`src/rtl/mem_rr_arbiter.sv`:
```
// Round-robin arbiter and burst sequencer sharing one RAM port among NREQ cache requesters.
// Sequences 1-word IFETCH or 2-word data bursts, with ERROR and watchdog abort.
module mem_rr_arbiter #(
  parameter int unsigned NREQ    = 2,
  parameter int unsigned TIMEOUT = 64
) (
  input  logic                 CLK,
  input  logic                 RST,
  input  logic [NREQ-1:0]      req,
  input  logic [2*NREQ-1:0]    req_type,
  input  logic [32*NREQ-1:0]   req_addr,
  input  logic [1:0]           ramstate,
  output logic [NREQ-1:0]      gnt,
  output logic [1:0]           gnt_type,
  output logic                 beat,
  output logic                 ramREN,
  output logic                 ramWEN,
  output logic [31:0]          ramaddr,
  output logic [NREQ-1:0]      ack,
  output logic [NREQ-1:0]      done,
  output logic                 err
);

  localparam int unsigned IDXW = (NREQ > 1) ? $clog2(NREQ) : 1;
  localparam int unsigned WDW  = $clog2(TIMEOUT) + 1;

  localparam logic [1:0] RS_ACCESS = 2'd2;
  localparam logic [1:0] RS_ERROR  = 2'd3;
  localparam logic [1:0] T_IFETCH  = 2'd0;
  localparam logic [1:0] T_DWRITE  = 2'd2;

  typedef enum logic [1:0] {IDLE, BEAT0, BEAT1} state_t;

  state_t            state_q, state_d;
  logic [IDXW-1:0]   rr_ptr_q, rr_ptr_d;
  logic [IDXW-1:0]   win_q, win_d;
  logic [1:0]        type_q, type_d;
  logic [31:0]       addr_q, addr_d;
  logic [WDW-1:0]    wd_cnt_q, wd_cnt_d;

  logic [1:0]        type_arr [NREQ];
  logic [31:0]       addr_arr [NREQ];
  logic [IDXW-1:0]   idx;
  logic [IDXW-1:0]   winner;
  logic              found;
  logic              is_burst;
  logic              unused_addr_lsbs;

  // Word addresses drop the byte offset; the latched low bits are never driven out.
  assign unused_addr_lsbs = ^addr_q[1:0];

  // Unpack the flat requester buses.
  always_comb begin
    for (int k = 0; k < NREQ; k++) begin
      type_arr[k] = req_type[2*k +: 2];
      addr_arr[k] = req_addr[32*k +: 32];
    end
  end

  // Rotating scan starting at rr_ptr; first requester found wins.
  always_comb begin
    found  = 1'b0;
    winner = '0;
    idx    = '0;
    for (int i = 0; i < NREQ; i++) begin
      idx = rr_ptr_q + IDXW'(i);
      if (!found && req[idx]) begin
        found  = 1'b1;
        winner = idx;
      end
    end
  end

  // Next-state and output logic.
  always_comb begin
    state_d  = state_q;
    rr_ptr_d = rr_ptr_q;
    win_d    = win_q;
    type_d   = type_q;
    addr_d   = addr_q;
    wd_cnt_d = wd_cnt_q;
    gnt      = '0;
    gnt_type = 2'd0;
    beat     = 1'b0;
    ramREN   = 1'b0;
    ramWEN   = 1'b0;
    ramaddr  = 32'd0;
    ack      = '0;
    done     = '0;
    err      = 1'b0;
    is_burst = (type_q != T_IFETCH);

    case (state_q)
      IDLE: begin
        wd_cnt_d = '0;
        if (found) begin
          win_d    = winner;
          type_d   = type_arr[winner];
          addr_d   = addr_arr[winner];
          rr_ptr_d = winner + IDXW'(1);
          state_d  = BEAT0;
        end
      end
      BEAT0, BEAT1: begin
        gnt[win_q] = 1'b1;
        gnt_type   = type_q;
        beat       = (state_q == BEAT1);
        ramWEN     = (type_q == T_DWRITE);
        ramREN     = (type_q != T_DWRITE);
        ramaddr    = is_burst ? {addr_q[31:3], beat, 2'b00} : {addr_q[31:2], 2'b00};
        // Hard RAM error or watchdog expiry abandons the transaction without done.
        if ((ramstate == RS_ERROR) ||
            ((ramstate != RS_ACCESS) && (wd_cnt_q == WDW'(TIMEOUT - 1)))) begin
          err      = 1'b1;
          wd_cnt_d = '0;
          state_d  = IDLE;
        end else if (ramstate == RS_ACCESS) begin
          ack[win_q] = 1'b1;
          wd_cnt_d   = '0;
          if ((state_q == BEAT1) || !is_burst) begin
            done[win_q] = 1'b1;
            state_d     = IDLE;
          end else begin
            state_d = BEAT1;
          end
        end else begin
          wd_cnt_d = wd_cnt_q + WDW'(1);
        end
      end
      default: state_d = IDLE;
    endcase
  end

  always_ff @(posedge CLK) begin
    if (RST) begin
      state_q  <= IDLE;
      rr_ptr_q <= '0;
      win_q    <= '0;
      type_q   <= 2'd0;
      addr_q   <= 32'd0;
      wd_cnt_q <= '0;
    end else begin
      state_q  <= state_d;
      rr_ptr_q <= rr_ptr_d;
      win_q    <= win_d;
      type_q   <= type_d;
      addr_q   <= addr_d;
      wd_cnt_q <= wd_cnt_d;
    end
  end

endmodule
```
`config.mk`:
```
export PLATFORM = sky130hd
export DESIGN_NAME = mem_rr_arbiter
export DESIGN_NICKNAME = d
export VERILOG_FILES = /design/src/rtl/mem_rr_arbiter.sv
export SDC_FILE = /design/constraint.sdc
export NUM_CORES = 1
export LEC_CHECK = 0
export ABC_AREA = 1
export BUFFER_PORTS_ARGS = -buffer_cell sky130_fd_sc_hd__buf_2
export CORE_AREA = 4 4 76 78
export DETAILED_ROUTE_END_ITERATION = 7
export DIE_AREA = 0 0 80 82
export PLACE_DENSITY = 0.87
export SLEW_MARGIN = 20
export SYNTH_ARGS = -nofsm -noshare
export SYNTH_HDL_FRONTEND = slang
export SYNTH_SLANG_ARGS = --single-unit
```
`constraint.sdc`:
```
create_clock -name CLK -period 3.3 [get_ports CLK]
set_input_delay 0.33 -clock CLK [delete_from_list [all_inputs] [get_ports CLK]]
set_output_delay 0.33 -clock CLK [all_outputs]
set_load 0.05 [all_outputs]
```
==> qor.csv, run 1 <==
metric;value;unit
Mapped Avg Cell Area;6.498;um^2
sequential share of power;35.5;%
cell-internal power;0.9754;mW
worst reg-to-reg path cell count;10;
hold endpoint;addr_q[17]$_SDFFE_PP0P_;
final setup fails;0;
site row count;26;
crit path DAT;2.25;ns
Post-Synthesis Cells;346;
clock-pin slew on the worst setup and hold paths;0.08;ns
crit path cell chain;inv_1 > ha_1 > inv_1 > nor4_1 > buf_2;
GRT Total Usage;17.67;%
Seq/Total Area, Yosys;38.29;%
Inserted Diodes;0;
Most common cell on crit path;inv_1;
Clock Tree Root;clkbuf_8;
reg2reg setup slack;1.36;ns
critical path's top delay family;adder cells;
clk_lat worst skew;0.29;ns
Final Cycle Share;78.16;%
Area after DPL;2781;um^2
Max clock buf depth;2;
H-tree depth;2;
Port Buf Inserts;111;
Logic pwr share;47.1;%
hold buffers post-CTS;0;
CTS tree;yes;
post-route cell area;2867;um^2
unrepaired setup endpoints after global routing;no;
Psw;0.8782;mW
Final nets;526;
die width;80;um
cell leakage power;1.640;nW
Worst R2R End;addr_q[27]$_SDFFE_PP0P_;
Tmin final;2.579;ns
hold depth;3;
Slew Viols, Final;0;
Top FF cell, synth;dfxtp_1;
Core Area;5075;um^2
Crit. End Element;output pin;
CP max-delay cell;ha_1;
first-pass GRT wire length;9.349;mm
CP Data Required Time;2.97;ns
reg-to-reg startpoint;state_q[0]$_SDFFE_PP0P_;
placed wire-length estimate;4.174;mm
Antenna Violating Nets Remaining;0;
post-synth cell types;24;
largest net degree at the start of global routing;36;
Hold Path Origin;req_addr[17];
vias in the first global route;2225;
share of Yosys cell area claimed by the top area cell type;38.29;%
WS Path Type;reg2out;
Design Power;1.854;mW
area delta synth->final;27.49;%
routed vias;2395;
Setup Fix Bufs, Post-CTS;0;
total wire length;5.718;mm
# DRC;0;
Final Skew;0.004935;ns
TritonCTS Buffers;5;
post-cts sizing count;0;
ys async rst share;0;%
initial drt markers;98;
clk sink count;43;
status;finished clean;
area leader, netlist;dfxtp_1;
global route overflow;0;
relative slew slack;39.72;%
Clk pwr share;17.4;%
placed cell count;511;
fmax;387.7;MHz
aggregate negative setup slack;0;ns
critical path's largest stage delay;0.67;ns
worst path bufs/invs;3;
count leader, synth;nand2_1;
sw frac;47.38;%
Worst-Margin Slew;0.9009;ns
final hold vios;0;
Max Cap Viol;0;
Die H;82;um
fin cells;519;
EDFF count, synth;0;
Boundary Pins;118;
FF+latch count, synth;43;
Synth warnings;0;
Synth area leaders;dfxtp_1, nand2_1, inv_1;
VDD IR max;0.3050;mV
WL/cell;11.02;um
Hold Crit Class;in2reg;
routability congestion estimate;0.7960;
DRT Pass-1 Iters;4;
Post-Syn Area;2248;um^2
die area;6560;um^2
Startpoint Class;flip-flop;
initial antenna violation count;0;
layout cells sized above 1;28.95;%
initial core utilization;44.30;%
synth cell count leaders;nand2_1, inv_1, dfxtp_1;
PwrDens;646.7;nW/um^2
Crit Path Max Fanout;18;
via-per-instance ratio;4.615;
-- worst max-delay path by stage --
stage / from / cells after the start / slack (ns) / endpoint
4_1_cts: state_q[0]$_SDFFE_PP0P_ / 5 / 0.71 / done[0]
2_1_floorplan: state_q[0]$_SDFFE_PP0P_ / 5 / 0.40 / done[0]
3_3_place_gp: state_q[1]$_SDFFE_PP0P_ / 6 / 1.10 / ramREN
3_5_place_dp: state_q[0]$_SDFFE_PP0P_ / 5 / 1.05 / done[0]
6_report: state_q[1]$_SDFFE_PP0P_ / 5 / 0.72 / done[0]
5_1_grt: state_q[0]$_SDFFE_PP0P_ / 5 / 0.48 / done[0]
-- cell families after synthesis --
| family | Yosys count | share of synthesized area (%) |
|---|---|---|
| adders and majority gates | 4 | 2.226 |
| DFF | 43 | 38.29 |
| and+or+nand+nor | 181 | 31.78 |
| xor gates and xnor gates | 2 | 0.7792 |
| other | 1 | 0.1668 |
| buffers and inverters | 70 | 14.25 |
| AOI/OAI and AO/OA | 45 | 12.52 |
-- layout make-up --
type / instances / area (um^2)
repair buffers: 113 / 570.5
inverters: 51 / 191.4
clock buffers: 6 / 72.57
well taps: 70 / 87.58
clock inverters: 2 / 12.51
flip-flops and latches: 43 / 860.8
fillers: 498 / 2208
multi-input cells: 234 / 1071
-- state kept, by name, summed over array words and instances (netlist names) --
signal,count
win_q,1
type_q,2
state_q,2
rr_ptr_q,1
addr_q,30
wd_cnt_q,7
-- placed cells by master (no fill, tap or decap), drive strengths merged --
master / n
a31oi: 29
nor3: 6
nand2: 151
inv: 51
clkinv: 1
ha: 4
dfxtp: 43
o21ai: 6
nor4: 1
clkbuf: 6
nor2: 14
a21oi: 8
nand3: 8
buf: 113
conb: 2
or2: 1
o21bai: 2
clkinvlp: 1
xor2: 2
-- metrics by stage --
step	util, %	worst slack (ns)	hold slack (ns)
2_1_floorplan	-	0.3989	0.4352
3_3_place_gp	54.81	1.096	0.4428
3_5_place_dp	54.81	1.046	0.4655
4_1_cts	56.48	0.7074	0.2804
5_1_grt	56.48	0.4825	0.2910
6_report	56.48	0.7207	0.2903
-- power groups by stage --
stage          Clock [mW]  Sequential, mW  Combinational [mW]
5_1_grt             0.356           0.666               0.969
6_report            0.323           0.657               0.874
3_3_place_gp            0           0.662               0.869
3_5_place_dp            0           0.666               0.880
4_1_cts             0.334           0.656               0.883
2_1_floorplan           0           0.654               0.712
-- metal layers --
metal  up-vias  track usage [%]  routed length [um]
met1      1038            22.06                2529
li1       1265                -                   -
met3         7            3.509                 420
met2        85            30.79                2704
met4         0            5.236                  63
met5         -                0                   0
-- worst min-delay path: stages --
cell     delay, ns
buf_2         0.09
nand2_1       0.05
a31oi_1       0.06
No activity file was read; power rests on OpenSTA's default activity.
==> inputs of run 2 (changes only) <==
Settings changed: CORE_AREA 4 4 76 78 to 4 4 80 82, DIE_AREA 0 0 80 82 to 0 0 84 86, PLACE_DENSITY 0.87 to 0.83.
Clock period 3.3 ns to 2.1 ns, I/O delays scaled along.
==> run 2 against run 1 <==
Net effect: first-iteration DRC count is 31% lower; clock skew fell by 0.0021 ns; non-clock buffer count grew 3; count of clock-buffer cells in the layout increased by 1; register-to-register slack lost 0.94 ns; highest routed layer unchanged.
==> qor.csv, run 2 (synthesis gave the netlist of run 1 again) <==
metric;value;unit;change
Hold Crit Class;in2reg;;
DRT Pass-1 Iters;4;;unchanged
Crit. End Element;output pin;;
sw frac;47.03;%;-0.35 points
Slew Viols, Final;0;;unchanged
Crit Path Max Fanout;6;;-12
worst path bufs/invs;3;;unchanged
WS Path Type;reg2out;;
die width;84;um;+5.0%
cell leakage power;1.658;nW;+1.1%
crit path DAT;1.76;ns;-0.49 ns
Die H;86;um;+4.9%
Core Area;5746;um^2;+13%
Boundary Pins;118;;unchanged
Reg with most FFs;addr_q;;
fmax;508.3;MHz;
Max clock buf depth;2;;unchanged
TritonCTS Buffers;5;;unchanged
Design Power;2.942;mW;+59%
Top Registers;addr_q (30), wd_cnt_q (7);;
site row count;28;;+7.7%
Inserted Diodes;0;;unchanged
critical path's largest stage delay;0.39;ns;-0.28 ns
VDD IR max;0.7910;mV;+160%
status;finished clean;;
Antenna Violating Nets Remaining;0;;unchanged
fin cells;527;;+1.5%
aggregate negative setup slack;0;ns;unchanged
WL/cell;11.25;um;+2.1%
sequential share of power;35.3;%;-0.2 points
most frequent cells in the layout;nand2_1, buf_2, inv_1;;
most common library cell in the layout ignoring fill and taps;nand2_1;;
pre-CTS setup slack;0.4166;ns;-0.6292 ns
cell-internal power;1.558;mW;+60%
H-tree depth;2;;unchanged
CP max-delay cell;dfxtp_1;;
Clk pwr share;16.9;%;-0.5 points
clock-pin slew on the worst setup and hold paths;0.08;ns;about the same
Sequential Area;860.8;um^2;unchanged
Psw;1.384;mW;+58%
Startpoint Class;flip-flop;;
routability congestion estimate;0.8420;;+5.8%
initial drt markers;68;;-31%
via-per-instance ratio;4.691;;+1.6%
clk_lat worst skew;0.28;ns;about the same
Most common cell on crit path;inv_1;;
Clock Tree Root;clkbuf_8;;
Setup WS post-layout;0.1328;ns;-0.5879 ns
Worst-Margin Slew;0.5664;ns;-0.3344 ns
placed wire-length estimate;4.394;mm;+5.3%
# fillers;612;;+23%
Port Buf Inserts;111;;unchanged
PwrDens;1013;nW/um^2;+57%
global route overflow;0;;unchanged
hold buffers post-CTS;0;;unchanged
crit path cell chain;inv_1 > ha_1 > inv_1 > nor4_2 > buf_2;;
area delta synth->final;29.22;%;
total wire length;5.928;mm;+3.7%
initial core utilization;39.13;%;-5.2 points
die area;7224;um^2;+10%
CP Data Required Time;1.89;ns;-1.08 ns
clk sink count;43;;unchanged
Final Skew;0.002823;ns;-0.002112 ns
Tmin final;1.967;ns;
Final nets;529;;+0.57%
unrepaired setup endpoints after global routing;no;;
GRT Total Usage;16.18;%;-1.5 points
first-pass GRT wire length;9.756;mm;+4.4%
final setup fails;0;;unchanged
Final Cycle Share;93.68;%;
layout cells sized above 1;29.65;%;+0.69 points
vias in the first global route;2352;;+5.7%
Layout Utilization;50.57;%;-5.9 points
critical path's top delay family;buffers and inverters;;
max reg flops;30;;unchanged
# DRC;0;;unchanged
Max Cap Viol;0;;unchanged
placed cell count;519;;+1.6%
initial antenna violation count;0;;unchanged
relative slew slack;62.18;%;+22 points
CTS tree;yes;;
Logic pwr share;47.9;%;+0.8 points
largest net degree at the start of global routing;35;;-2.8%
final hold vios;0;;unchanged
multi-input combinational cell area;1082;um^2;+1.1%
routed vias;2472;;+3.2%
## run 2: area by class of cell
class / instances / area share [%]
Clock buffer: 7 / 2.627
Clock inverter: 1 / 0.1723
Inverter: 51 / 6.589
Multi-Input combinational cell: 234 / 37.25
Sequential cell: 43 / 29.63
Tap cell: 75 / 3.230
Timing Repair Buffer: 116 / 20.50
## run 2: final timing paths
kind                                 start                  endpoint  slack (ns)  depth (start not counted)
hold / removal                 req_addr[5]    addr_q[5]$_SDFFE_PP0P_        0.18                          3
setup reg to reg   state_q[1]$_SDFFE_PP0P_  wd_cnt_q[2]$_SDFFE_PP0P_        0.42                          7
setup / recovery   state_q[1]$_SDFFE_PP0P_                   done[0]        0.13                          5
hold reg to reg   wd_cnt_q[6]$_SDFFE_PP0P_  wd_cnt_q[6]$_SDFFE_PP0P_        0.47                          2
## run 2: power by group through the flow
stage,clock [mW],combinational [mW],sequential [mW]
after floorplan,0,1.13,1.03
after global placement,0,1.40,1.05
after detailed placement,0,1.41,1.05
after CTS,0.522,1.42,1.04
after global routing,0.545,1.55,1.05
final,0.497,1.41,1.04
## run 2: worst reg2reg max path, cell delays in order (launching register included)
cell and delay [ns]:
dfxtp_1 0.39, inv_1 0.06, ha_1 0.33, buf_4 0.23, nand3_1 0.21, nand2_1 0.11
nand2_1 0.12, nor3_1 0.15
## run 2: what timing repair did
| action | in CTS | in global routing |
|---|---|---|
| gates resized for setup | 0 | 1 |
| endpoints found under the setup margin | 0 | 1 |
| buffers inserted | 0 | 0 |
## run 2: routing by layer
layer  wire length, um  track usage, %  vias up  share of wire [%]
met5                 0               0        -                  0
met3               460           4.803        4                7.8
li1                  -               -     1271                  -
met4                40           4.240        0               0.67
met1              2587           18.80     1118                 44
met2              2841           29.07       79                 48
## run 2: metrics by stage
stage | hold WS, ns | area [um^2]
final | 0.1807 | 2905
after global routing | 0.1813 | 2905
after CTS | 0.1664 | 2903
after detailed placement | 0.4663 | 2821
after global placement | 0.4438 | 2821
after floorplan | 0.3672 | 2263
==> inputs of run 3 (changes only) <==
--- a/config.mk
+++ b/config.mk
@@ -9,2 +9,3 @@
 export BUFFER_PORTS_ARGS = -buffer_cell sky130_fd_sc_hd__buf_2
+export CAP_MARGIN = 25
 export CORE_AREA = 4 4 80 82
@@ -13,2 +14,3 @@
 export PLACE_DENSITY = 0.83
+export RECOVER_POWER = 100
 export SLEW_MARGIN = 20
--- a/constraint.sdc
+++ b/constraint.sdc
@@ -3,2 +3,2 @@
 set_output_delay 0.21 -clock CLK [all_outputs]
-set_load 0.05 [all_outputs]
+set_load 0.005 [all_outputs]
==> run 3 against run 2 <==
Net effect: maximum frequency grew 3.0%; wire length decreased by 1.9%; sequential cell count stayed put; critical path depth grew 1; via count shrank 2.2%; non-clock buffer count grew 1; cell area decreased by 1.6%; sequential power hardly changed; register-to-register slack lost 0.16 ns.
==> qor.csv, run 3 (synthesis gave the netlist of run 1 again) <==
metric;value;unit;change
first-pass GRT wire length;9.466;mm;-3.0%
layout cells sized above 1;25.17;%;-4.5 points
reg2reg setup slack;0.26;ns;-0.16 ns
placed cell count;520;;+0.19%
worst reg-to-reg path cell count;6;;-1
unrepaired setup endpoints after global routing;no;;
via-per-instance ratio;4.580;;-2.4%
fmax;523.5;MHz;+3.0%
status;finished clean;;
CTS tree;yes;;
Crit Path Max Fanout;14;;+8
WL/cell;11.02;um;-2.1%
aggregate negative setup slack;0;ns;unchanged
Startpoint Class;flip-flop;;
Setup Fix Bufs, Post-CTS;0;;unchanged
TritonCTS Buffers;5;;unchanged
Final nets;530;;+0.19%
# fillers;616;;+0.65%
Final Cycle Share;90.96;%;-2.7 points
initial core utilization;39.13;%;unchanged
Clock Tree Root;clkbuf_8;;
cell leakage power;1.579;nW;-4.7%
Port Buf Inserts;111;;unchanged
most common library cell in the layout ignoring fill and taps;nand2_1;;
die width;84;um;unchanged
Inserted Diodes;0;;unchanged
relative slew slack;54.44;%;-7.7 points
site row count;28;;unchanged
Core Area;5746;um^2;unchanged
hold buffers post-CTS;0;;unchanged
clk_lat worst skew;0.28;ns;about the same
Final Skew;0.005544;ns;+0.002721 ns
H-tree depth;2;;unchanged
Max Cap Viol;0;;unchanged
routed vias;2418;;-2.2%
area delta synth->final;27.21;%;
GRT Total Usage;15.85;%;-0.32 points
Crit. End Element;output pin;;
clock-pin slew on the worst setup and hold paths;0.08;ns;about the same
Worst-Margin Slew;0.6834;ns;+0.1169 ns
PwrDens;860.7;nW/um^2;-15%
CP Data Required Time;1.89;ns;about the same
Die H;86;um;unchanged
global route overflow;0;;unchanged
routability congestion estimate;0.8073;;-4.1%
clk sink count;43;;unchanged
post-cts sizing count;0;;unchanged
Max clock buf depth;2;;unchanged
vias in the first global route;2186;;-7.1%
Hold Crit Class;in2reg;;
initial drt markers;90;;+32%
Antenna Violating Nets Remaining;0;;unchanged
final setup fails;0;;unchanged
initial antenna violation count;0;;unchanged
Reg with most FFs;addr_q;;
placed wire-length estimate;4.286;mm;-2.4%
Top Registers;addr_q (30), wd_cnt_q (7);;
final hold vios;0;;unchanged
most frequent cells in the layout;nand2_1, buf_2, inv_1;;
hold depth;3;;unchanged
total wire length;5.817;mm;-1.9%
largest net degree at the start of global routing;35;;unchanged
fin cells;528;;+0.19%
WS Path Type;reg2out;;
Slew Viols, Final;0;;unchanged
max reg flops;30;;unchanged
die area;7224;um^2;unchanged
# DRC;0;;unchanged
Tmin final;1.910;ns;-0.05699 ns
Boundary Pins;118;;unchanged
DRT Pass-1 Iters;4;;unchanged
Layout Utilization;49.78;%;-0.78 points
VDD IR max;0.4216;mV;-47%
crit path DAT;1.70;ns;-0.06 ns
-- run 3: cell types whose count changed in the layout (fill, tap and decap cells not counted), sizes merged --
cell,delta
clkbuf,+22
buf,-21
-- run 3: layout make-up --
| class | instances | area, um^2 | area share (%) |
|---|---|---|---|
| Inverter | 51 | 191.4 | 6.693 |
| Tap cell | 75 | 93.84 | 3.281 |
| Clock buffer | 7 | 76.32 | 2.668 |
| Clock inverter | 1 | 5.005 | 0.1750 |
| Multi-Input combinational cell | 234 | 1060 | 37.05 |
| Timing Repair Buffer | 117 | 573.1 | 20.04 |
| Sequential cell | 43 | 860.8 | 30.10 |
-- run 3: stage by stage --
| step | instance area [um^2] | worst slack (ns) | power [mW] | hold slack, ns |
|---|---|---|---|---|
| finish | 2860 | 0.1898 | 2.462 | 0.1817 |
| global route | 2860 | 0.01599 | 2.678 | 0.1683 |
| CTS | 2899 | 0.2017 | 2.537 | 0.1698 |
| detailed placement | 2818 | 0.4262 | 2.033 | 0.4499 |
| global placement | 2818 | 0.5077 | 2.011 | 0.4441 |
| floorplan | 2252 | 0.5962 | 1.717 | 0.3672 |
-- run 3: worst paths after layout --
check | from | to
worst max-delay path | state_q[1]$_SDFFE_PP0P_ | ramaddr[27]
worst min-delay path | req_addr[12] | addr_q[12]$_SDFFE_PP0P_
worst max register to register | state_q[0]$_SDFFE_PP0P_ | addr_q[28]$_SDFFE_PP0P_
worst min register to register | wd_cnt_q[6]$_SDFFE_PP0P_ | wd_cnt_q[6]$_SDFFE_PP0P_
-- run 3: routing by layer --
layer | GRT usage (%) | vias to the layer above | share of wire (%)
met5 | 0 | - | 0
met4 | 3.947 | 0 | 0.41
met3 | 3.842 | 2 | 5.9
met2 | 28.34 | 72 | 49
met1 | 19.16 | 1068 | 45
li1 | - | 1276 | -
-- run 3: power by group --
group	switching [mW]	total, mW	internal, mW
clock	0.258	0.491	0.234
combinational	0.601	0.940	0.339
sequential	0.0799	1.03	0.951
total	0.939	2.46	1.52
-- run 3: worst max-delay path, stage by stage, from the launching register on --
cell and delay [ns]:
dfxtp_1 0.38, inv_1 0.06, ha_1 0.38, clkbuf_2 0.33, nand2_1 0.10, inv_1 0.06, clkbuf_1 0.11
